**config.mk**
```make
export PLATFORM = sky130hd
export DESIGN_NAME = key_arbiter
export DESIGN_NICKNAME = d
export VERILOG_FILES = /design/src/rtl/key_arbiter.sv
export SDC_FILE = /design/constraint.sdc
export NUM_CORES = 1
export LEC_CHECK = 0
export CORE_MARGIN = 1.5
export CORE_UTILIZATION = 37
export CTS_CLUSTER_SIZE = 40
export DETAILED_ROUTE_END_ITERATION = 6
export PLACE_DENSITY = 0.59
export SLEW_MARGIN = 20
export SYNTH_ARGS = -nofsm -noshare
export SYNTH_HDL_FRONTEND = slang
export SYNTH_SLANG_ARGS = --single-unit
export TNS_END_PERCENT = 10
```
**constraint.sdc**
```tcl
create_clock -name CLK -period 5.1 [get_ports CLK]
set_input_delay 0.765 -clock CLK [delete_from_list [all_inputs] [get_ports CLK]]
set_output_delay 0.765 -clock CLK [all_outputs]
set_load 0.01 [all_outputs]
```
**src/rtl/key_arbiter.sv**
```systemverilog
// Merges keyboard and push-button key strobes into one FIFO and issues them
// to the game FSM as single-cycle pulses spaced GAP cycles apart.
module key_arbiter #(
  parameter int GAP   = 4,
  parameter int DEPTH = 4
) (
  input  logic                       CLK,
  input  logic                       RESET,
  input  logic [2:0]                 i_KBD_VALUE,
  input  logic                       i_KBD_VALID,
  input  logic [2:0]                 i_BTN_VALUE,
  input  logic                       i_BTN_VALID,
  input  logic                       i_FLUSH,
  output logic [2:0]                 o_KEY_VALUE,
  output logic                       o_KEY_VALID,
  output logic                       o_KEY_SRC,
  output logic [$clog2(DEPTH):0]     o_COUNT,
  output logic                       o_DROP
);

  localparam int AW = $clog2(DEPTH);
  localparam int CW = AW + 1;

  typedef enum logic [1:0] {IDLE, ISSUE, HOLD} state_t;

  state_t          r_state, w_next;
  logic [3:0]      r_mem [DEPTH];
  logic [AW-1:0]   r_wr_ptr, r_rd_ptr;
  logic [CW-1:0]   r_count;
  logic [3:0]      r_gap;
  logic            r_prio;
  logic [2:0]      r_key_value;
  logic            r_key_valid, r_key_src, r_drop;

  logic            w_kbd_ok, w_btn_ok, w_both, w_pop_slot, w_pop;
  logic [CW-1:0]   w_free;
  logic [1:0]      w_nreq, w_nwr;
  logic [3:0]      w_first, w_second;
  logic            w_drop, w_toggle;

  assign w_kbd_ok = i_KBD_VALID && (i_KBD_VALUE >= 3'd1) && (i_KBD_VALUE <= 3'd5);
  assign w_btn_ok = i_BTN_VALID && (i_BTN_VALUE >= 3'd1) && (i_BTN_VALUE <= 3'd5);
  assign w_both   = w_kbd_ok && w_btn_ok;

  // HOLD at zero doubles as the IDLE decision so the spacing is exactly GAP.
  assign w_pop_slot = (r_state == IDLE) || ((r_state == HOLD) && (r_gap == 4'd0));
  assign w_pop      = w_pop_slot && (r_count != '0) && !i_FLUSH;
  assign w_free     = CW'(DEPTH) - r_count + CW'(w_pop);
  assign w_nreq     = {1'b0, w_kbd_ok} + {1'b0, w_btn_ok};

  always_comb begin
    w_first  = {1'b0, i_KBD_VALUE};
    w_second = {1'b1, i_BTN_VALUE};
    if (w_both && r_prio) begin
      w_first  = {1'b1, i_BTN_VALUE};
      w_second = {1'b0, i_KBD_VALUE};
    end else if (!w_kbd_ok) begin
      w_first  = {1'b1, i_BTN_VALUE};
    end
  end

  always_comb begin
    w_nwr = 2'd0;
    if (!i_FLUSH) begin
      if (w_free >= CW'(2))      w_nwr = w_nreq;
      else if (w_free == CW'(1)) w_nwr = (w_nreq != 2'd0) ? 2'd1 : 2'd0;
    end
  end

  assign w_drop   = !i_FLUSH && (w_nwr < w_nreq);
  assign w_toggle = !i_FLUSH && w_both && (w_nwr != 2'd0);

  always_comb begin
    w_next = r_state;
    case (r_state)
      IDLE:    if (w_pop) w_next = ISSUE;
      ISSUE:   w_next = HOLD;
      HOLD:    if (r_gap == 4'd0) w_next = w_pop ? ISSUE : IDLE;
      default: w_next = IDLE;
    endcase
  end

  always_ff @(posedge CLK) begin
    if (RESET) r_state <= IDLE;
    else       r_state <= w_next;
  end

  always_ff @(posedge CLK) begin
    if (RESET)                             r_gap <= 4'd0;
    else if (r_state == ISSUE)             r_gap <= 4'(GAP - 2);
    else if (r_state == HOLD && r_gap != 4'd0) r_gap <= r_gap - 4'd1;
  end

  always_ff @(posedge CLK) begin
    if (!RESET) begin
      if (w_nwr != 2'd0) r_mem[r_wr_ptr] <= w_first;
      if (w_nwr == 2'd2) r_mem[r_wr_ptr + AW'(1)] <= w_second;
    end
  end

  always_ff @(posedge CLK) begin
    if (RESET) begin
      r_wr_ptr <= '0;
      r_rd_ptr <= '0;
      r_count  <= '0;
      r_prio   <= 1'b0;
      r_drop   <= 1'b0;
    end else begin
      r_drop <= w_drop;
      if (w_toggle) r_prio <= ~r_prio;
      if (i_FLUSH) begin
        r_wr_ptr <= '0;
        r_rd_ptr <= '0;
        r_count  <= '0;
      end else begin
        r_wr_ptr <= r_wr_ptr + AW'(w_nwr);
        r_rd_ptr <= r_rd_ptr + AW'(w_pop);
        r_count  <= r_count + CW'(w_nwr) - CW'(w_pop);
      end
    end
  end

  always_ff @(posedge CLK) begin
    if (RESET) begin
      r_key_valid <= 1'b0;
      r_key_value <= 3'd0;
      r_key_src   <= 1'b0;
    end else if (w_pop) begin
      r_key_valid <= 1'b1;
      r_key_value <= r_mem[r_rd_ptr][2:0];
      r_key_src   <= r_mem[r_rd_ptr][3];
    end else begin
      r_key_valid <= 1'b0;
    end
  end

  assign o_KEY_VALID = r_key_valid;
  assign o_KEY_VALUE = r_key_value;
  assign o_KEY_SRC   = r_key_src;
  assign o_COUNT     = r_count;
  assign o_DROP      = r_drop;

endmodule

```
After elaboration in Yosys (flattened, before gate mapping) --
Memories as Yosys holds them, arrays and structs flattened. A register that Yosys moved wholly into a read port is not among the register bits. Cells that the tools add are included.
Storage, ports and cells: logic and storage cells 77, memories kept 1, output and inout port bits 9, input port bits 11, bits in registers 16, bits in writable memories 16
Memory list:
- r_mem | depth 4, width 4, read ports 1, clocked after memory_dff 1, write ports 2, RTL line 27 | logic [3:0] r_mem [DEPTH];
Cells by class: reductions and logical operators 25, equality and inequality tests 6, magnitude comparators 6, multiplexer cells 20, $add $sub $neg 9, bitwise operators 1
Operator list (number):
- 1-bit logical AND | 13
- 2-bit two-way mux | 6
- 4-bit two-way mux | 3
- 1-bit two-way mux | 10
- 3-bit by 1-bit >= comparator with 1-bit output, second input constant | 2
- 3-bit less-or-equal comparator, second input constant | 2
- 2-bit case mux with 3 select lines | 1
- 2-bit nonzero test | 3
- 2-bit == test, second input constant | 2
- 4-bit logical NOT | 1
- 4-bit nonzero test | 1
- 2-bit OR reduction | 2
- 4-bit by 1-bit subtractor with 4-bit output, second input constant | 1
- 3-bit by 1-bit adder with 3-bit output | 1
- 3-bit by 2-bit adder with 3-bit output | 1
- 3-bit by 1-bit == test with 1-bit output, second input constant | 1
- 3-bit by 2-bit >= comparator with 1-bit output, second input constant | 1
- 3-bit nonzero test | 1
- 3-bit by 1-bit subtractor with 3-bit output | 1
- 3-bit subtractor, first input constant | 1
- 1-bit by 1-bit adder with 2-bit output | 1
- 2-bit by 1-bit adder with 2-bit output | 1
- 2-bit by 1-bit adder with 2-bit output, second input constant | 1
- 2-bit adder | 1
- 9 further kinds | 9

Logic depth before layout (Yosys ltp) --
depth in word-level cells 14, depth in mapped cells 18

Worst setup path after synthesis --
Ideal clock, no wire load.
path kind register to register, start reg r_gap[0], end reg r_count[2], in the netlist o_COUNT[2], stages on the path, launching flop included 19, slack 1.003 ns, arrival time 3.962 ns, cell sequence dfxtp_1 > inv_1 > ha_1 > or3b_1 > a2111oi_4 > inv_1 > ha_1 > inv_1 > ha_1 > xor2_1 > nor2_1 > mux2i_1 > or2_2 > ha_1 > inv_1 > ha_1 > fa_1 > xnor2_1 > nor3_1
Between the ends: cells in the longest elaborated chain, start to end 12, elaborated cells on any way between the ends 13, classes of those cells add/sub (3); order compare (1); eq/ne (1); mux (3); reduce/logical (5)
RTL lines:
- from (decl) | RTL line 30 | logic [3:0] r_gap;
- from (signal assigned) | RTL line 90 | else if (r_state == ISSUE) r_gap <= 4'(GAP - 2);
- from (signal assigned) | RTL line 91 | else if (r_state == HOLD && r_gap != 4'd0) r_gap <= r_gap - 4'd1;
- 4-bit logical NOT * | RTL line 46 | assign w_pop_slot = (r_state == IDLE) || ((r_state == HOLD) && (r_gap == 4'd0));
- 1-bit logical AND * | RTL line 46
- 1-bit logical OR * | RTL line 46
- 1-bit logical AND * (2 in series) | RTL line 47 | assign w_pop = w_pop_slot && (r_count != '0) && !i_FLUSH;
- named net w_pop | RTL line 35 | logic w_kbd_ok, w_btn_ok, w_both, w_pop_slot, w_pop;
- branches (longest 6 deep; another with 3-bit by 1-bit adder with 3-bit output)
- 3-bit by 1-bit subtractor with 3-bit output * | RTL line 118 | r_count <= r_count + CW'(w_nwr) - CW'(w_pop);
- to (signal assigned) | RTL line 118
- to (decl) | RTL line 29 | logic [CW-1:0] r_count;
Mark *: on every way through the listed nets, which the timed path passes. A chain may end at the register's enable or synchronous reset.

Final worst setup path --
start in i_FLUSH, end reg r_count[2], in the netlist o_COUNT[2]
Between the ends: cells in the longest elaborated chain, start to end 9, elaborated cells on any way between the ends 11, classes of those cells add/sub (3); order compare (1); eq/ne (1); mux (3); reduce/logical (3)
RTL lines:
- from (decl) | RTL line 13 | input logic i_FLUSH,
- 1-bit logical NOT * | RTL line 47
- 1-bit logical AND * | RTL line 47
- named net w_pop | RTL line 35
- branches (longest 6 deep; another with 3-bit by 1-bit adder with 3-bit output)
- 3-bit by 1-bit subtractor with 3-bit output * | RTL line 118
Marks and branches as above.

==> out/results.tsv <==
stage	metric	value	unit
sta	max_freq	0.238	GHz
power	cellInternalPower	542	uW
cts	postCtsSetupBuffers	0	
sta	rsz0062_at_grt	false	
logic_synthesis	synth_top_family_by_area	compound AO/OA/AOI/OAI gates	
logic_synthesis	synth_area_leaders	edfxtp_1, dfxtp_1, ha_1, mux4_2, nor2_1	
cts	cts_tree	yes	
power	comb_power_share	22.9	%
min_path	min-delay-start	o_KEY_VALUE[0]	
logic_synthesis	synth_fp_nets	228	
sta	worst_pin_slew	0.783	ns
route	drt-total-wl	4420	um
sta	relSlewSlack	47.2	%
power	pwr-share-seq	44.0	%
global_route	grt-ovfl-total	0	
sta	fin_crit_sh	82.3	%
sta	fin_crit	4.20	ns
route	routedWlPerCell	14.8	um
critical_path	critPathArrivalTime	4.35	ns
global_route	antenna_found_initial	0	
logic_synthesis	yosys.cell_types.count	45	
finish	drive_above_1_share	8.81	%
critical_path	crit_required	5.25	ns
logic_synthesis	synth_edf_count	16	
power	finalPower	755	uW
finish	utilization	45.4	%
logic_synthesis	synthSimpleGateAreaFrac	16.1	%
place	dpl_cell_area	0.00239	mm2
critical_path	timing.rr.start	r_gap[0]	
critical_path	cp-startpoint	i_FLUSH	
logic_synthesis	synth_top_area_cell	edfxtp_1	
die	ios	20	
logic_synthesis	synth_xor_area_share	3.30	%
logic_synthesis	synth_compound_area_share	20.9	%
finish	layout_common_cells	dfxtp_1, nor2_1, clkdlybuf4s50_1, inv_1, edfxtp_1	
critical_path	rr_worst_depth	18	
logic_synthesis	yosys.area.top_type_share	22.6	%
global_route	grt_pass1_wl	7490	um
cts	clock_path_buffers	2	
die	core	0.00551	mm2
power	clockPowerShare	33.2	%
min_path	hp-class	flip-flop to flip-flop	
power	ir_drop	115	uV
power	p_switching	214	uW
cts	post_cts_resized	0	
cts	cts_hold_buf	0	
finish	final_area	0.00250	mm2
power	swShare	28.3	%
place	io_buffers	19	
flow_run	cap_violations	0	
place	globalplace.congestion	0.859	
route	first_pass_iters	4	
global_route	grt_pass1_vias	1469	
logic_synthesis	ys_seq_elements	36	
die	fp-row-count	27	
status	status	finished clean	
die	die_h	78.8	um
critical_path	crit_type	primary input to flip-flop	
sta	finalSetupViolations	0	
sta	slew_viol_final	0	
place	hpwl	3370	um
die	initial_utilization	38.6	%
finish	final_common_cell	dfxtp_1	
logic_synthesis	synth_cells	205	
power	cellLeakagePower	0.877	nW
cts	insertion_delay	0.28	ns
logic_synthesis	synth_fa_ha_area_share	7.42	%
logic_synthesis	post_synth.cell_area_avg	10.4	um2
die	dieArea	0.00620	mm2
cts	cts.htree.levels	2	
critical_path	critPathLaunchType	primary input	
logic_synthesis	ys_warn_count	0	
sta	finClkSkew	0.00825	ns
power	power_density	302	mW/mm2
critical_path	end_kind	flip-flop	
route	vias	1585	
route	drc_errors	0	
logic_synthesis	async_flop_share	0	%
finish	area_growth	17.7	%
cts	cts_num_sinks	36	
die	die_x	78.8	um
critical_path	crit_fanout	11	
logic_synthesis	synth_mux_area_share	6.60	%
cts	path_clk_slew	0.08	ns
route	drt_iter0_drc	75	
route	viasPerCell	5.30	
finish	antennaDiodeCount	0	
logic_synthesis	seq_area_frac_synth	41.5	%
min_path	min_path_cells	2	
logic_synthesis	ys.flop_type	dfxtp_1	
logic_synthesis	syn_area	0.00212	mm2
sta	tns	0	ns
route	antenna_left	0	
cts	cts-buffers-inserted	5	
sta	finalHoldViolCount	0	
cts	root_buffer	clkbuf_8	
global_route	grtUsageTotal	15.7	%
global_route	grt_max_degree	21	
finish	fin_nets	249	
final timing paths:
path / end / slack [ns]
worst max register to register: o_COUNT[2] / 0.94
worst min-delay path: o_KEY_VALUE[0] / 0.50
worst min register to register: o_KEY_VALUE[0] / 0.50
worst max-delay path: o_COUNT[2] / 0.90
routing by layer:
| metal | share of wire [%] | GRT usage, % |
|---|---|---|
| met5 | 0 | 0 |
| met4 | 0.93 | 5.36 |
| met3 | 3.8 | 3.45 |
| met2 | 45 | 23.3 |
| met1 | 50 | 22.5 |
critical path, stage by stage:
cell	delay (ns)
clkdlybuf4s50_1	0.64
a2111oi_4	0.38
inv_1	0.12
ha_1	0.20
inv_1	0.05
ha_1	0.18
xor2_1	0.35
nor2_1	0.12
mux2i_1	0.15
or2_2	0.28
ha_1	0.27
inv_1	0.04
ha_1	0.18
fa_1	0.38
xnor2_1	0.18
nor3_1	0.06
layout make-up:
class,count,area (um2)
clock buffer,5,68.8
clock inverter,3,42.5
fill,511,3010
inverter,18,67.6
multi-input combinational,145,1150
sequential,36,881
tap,72,90.1
timing repair buffer,20,198
stage by stage:
step	hold WS (ns)	setup slack [ns]	std cells
after floorplan	0.479	1.00	205
after global placement	0.476	0.721	291
after detailed placement	0.481	0.611	291
after CTS	0.501	0.903	299
after global routing	0.538	0.549	299
final	0.497	0.901	299
synthesized netlist by cell type (3+ instances only):
library cell and instances:
nand2b_1 6, a21oi_1 6, edfxtp_1 16, mux4_2 4
and2_1 7, a22o_1 5, nor3_1 11, xor2_1 3
o221ai_1 3, a21o_1 3, a221o_1 6, mux2i_1 5
and4_1 3, xnor2_1 5, clkbuf_1 5, dfxtp_1 20
inv_1 18, ha_1 11, nor2_1 19, o31ai_1 4
o21ai_0 10, nand2_1 6
cell families (layout without fill, tap and decap cells):
kind of cell             after synthesis  in the layout
adder cells (fa/ha/maj)               12             12
buffers and inverters                 24             46
XOR/XNOR                               8              8
multiplexers                           9              9
AO/OA/AOI/OAI                         53             53
AND/OR/NAND/NOR                       63             63
flip-flops                            36             36
sequential cells by signal, indices dropped and copies added, names as in the netlist:
| register | flops |
|---|---|
| o_COUNT | 3 |
| o_KEY_VALUE | 3 |
| o_KEY_VALID | 1 |
| r_gap | 4 |
| r_state | 2 |
| r_mem | 16 |
| r_wr_ptr | 2 |
| o_KEY_SRC | 1 |
| r_prio | 1 |
| o_DROP | 1 |
| r_rd_ptr | 2 |
power groups by stage:
stage | combinational [mW] | clock, mW | sequential, mW
after floorplan | 0.120 | 0 | 0.337
after detailed placement | 0.173 | 0 | 0.339
after CTS | 0.174 | 0.259 | 0.333
after global placement | 0.171 | 0 | 0.339
final | 0.173 | 0.250 | 0.332
after global routing | 0.193 | 0.272 | 0.335
(Power assumes the default switching activity.)
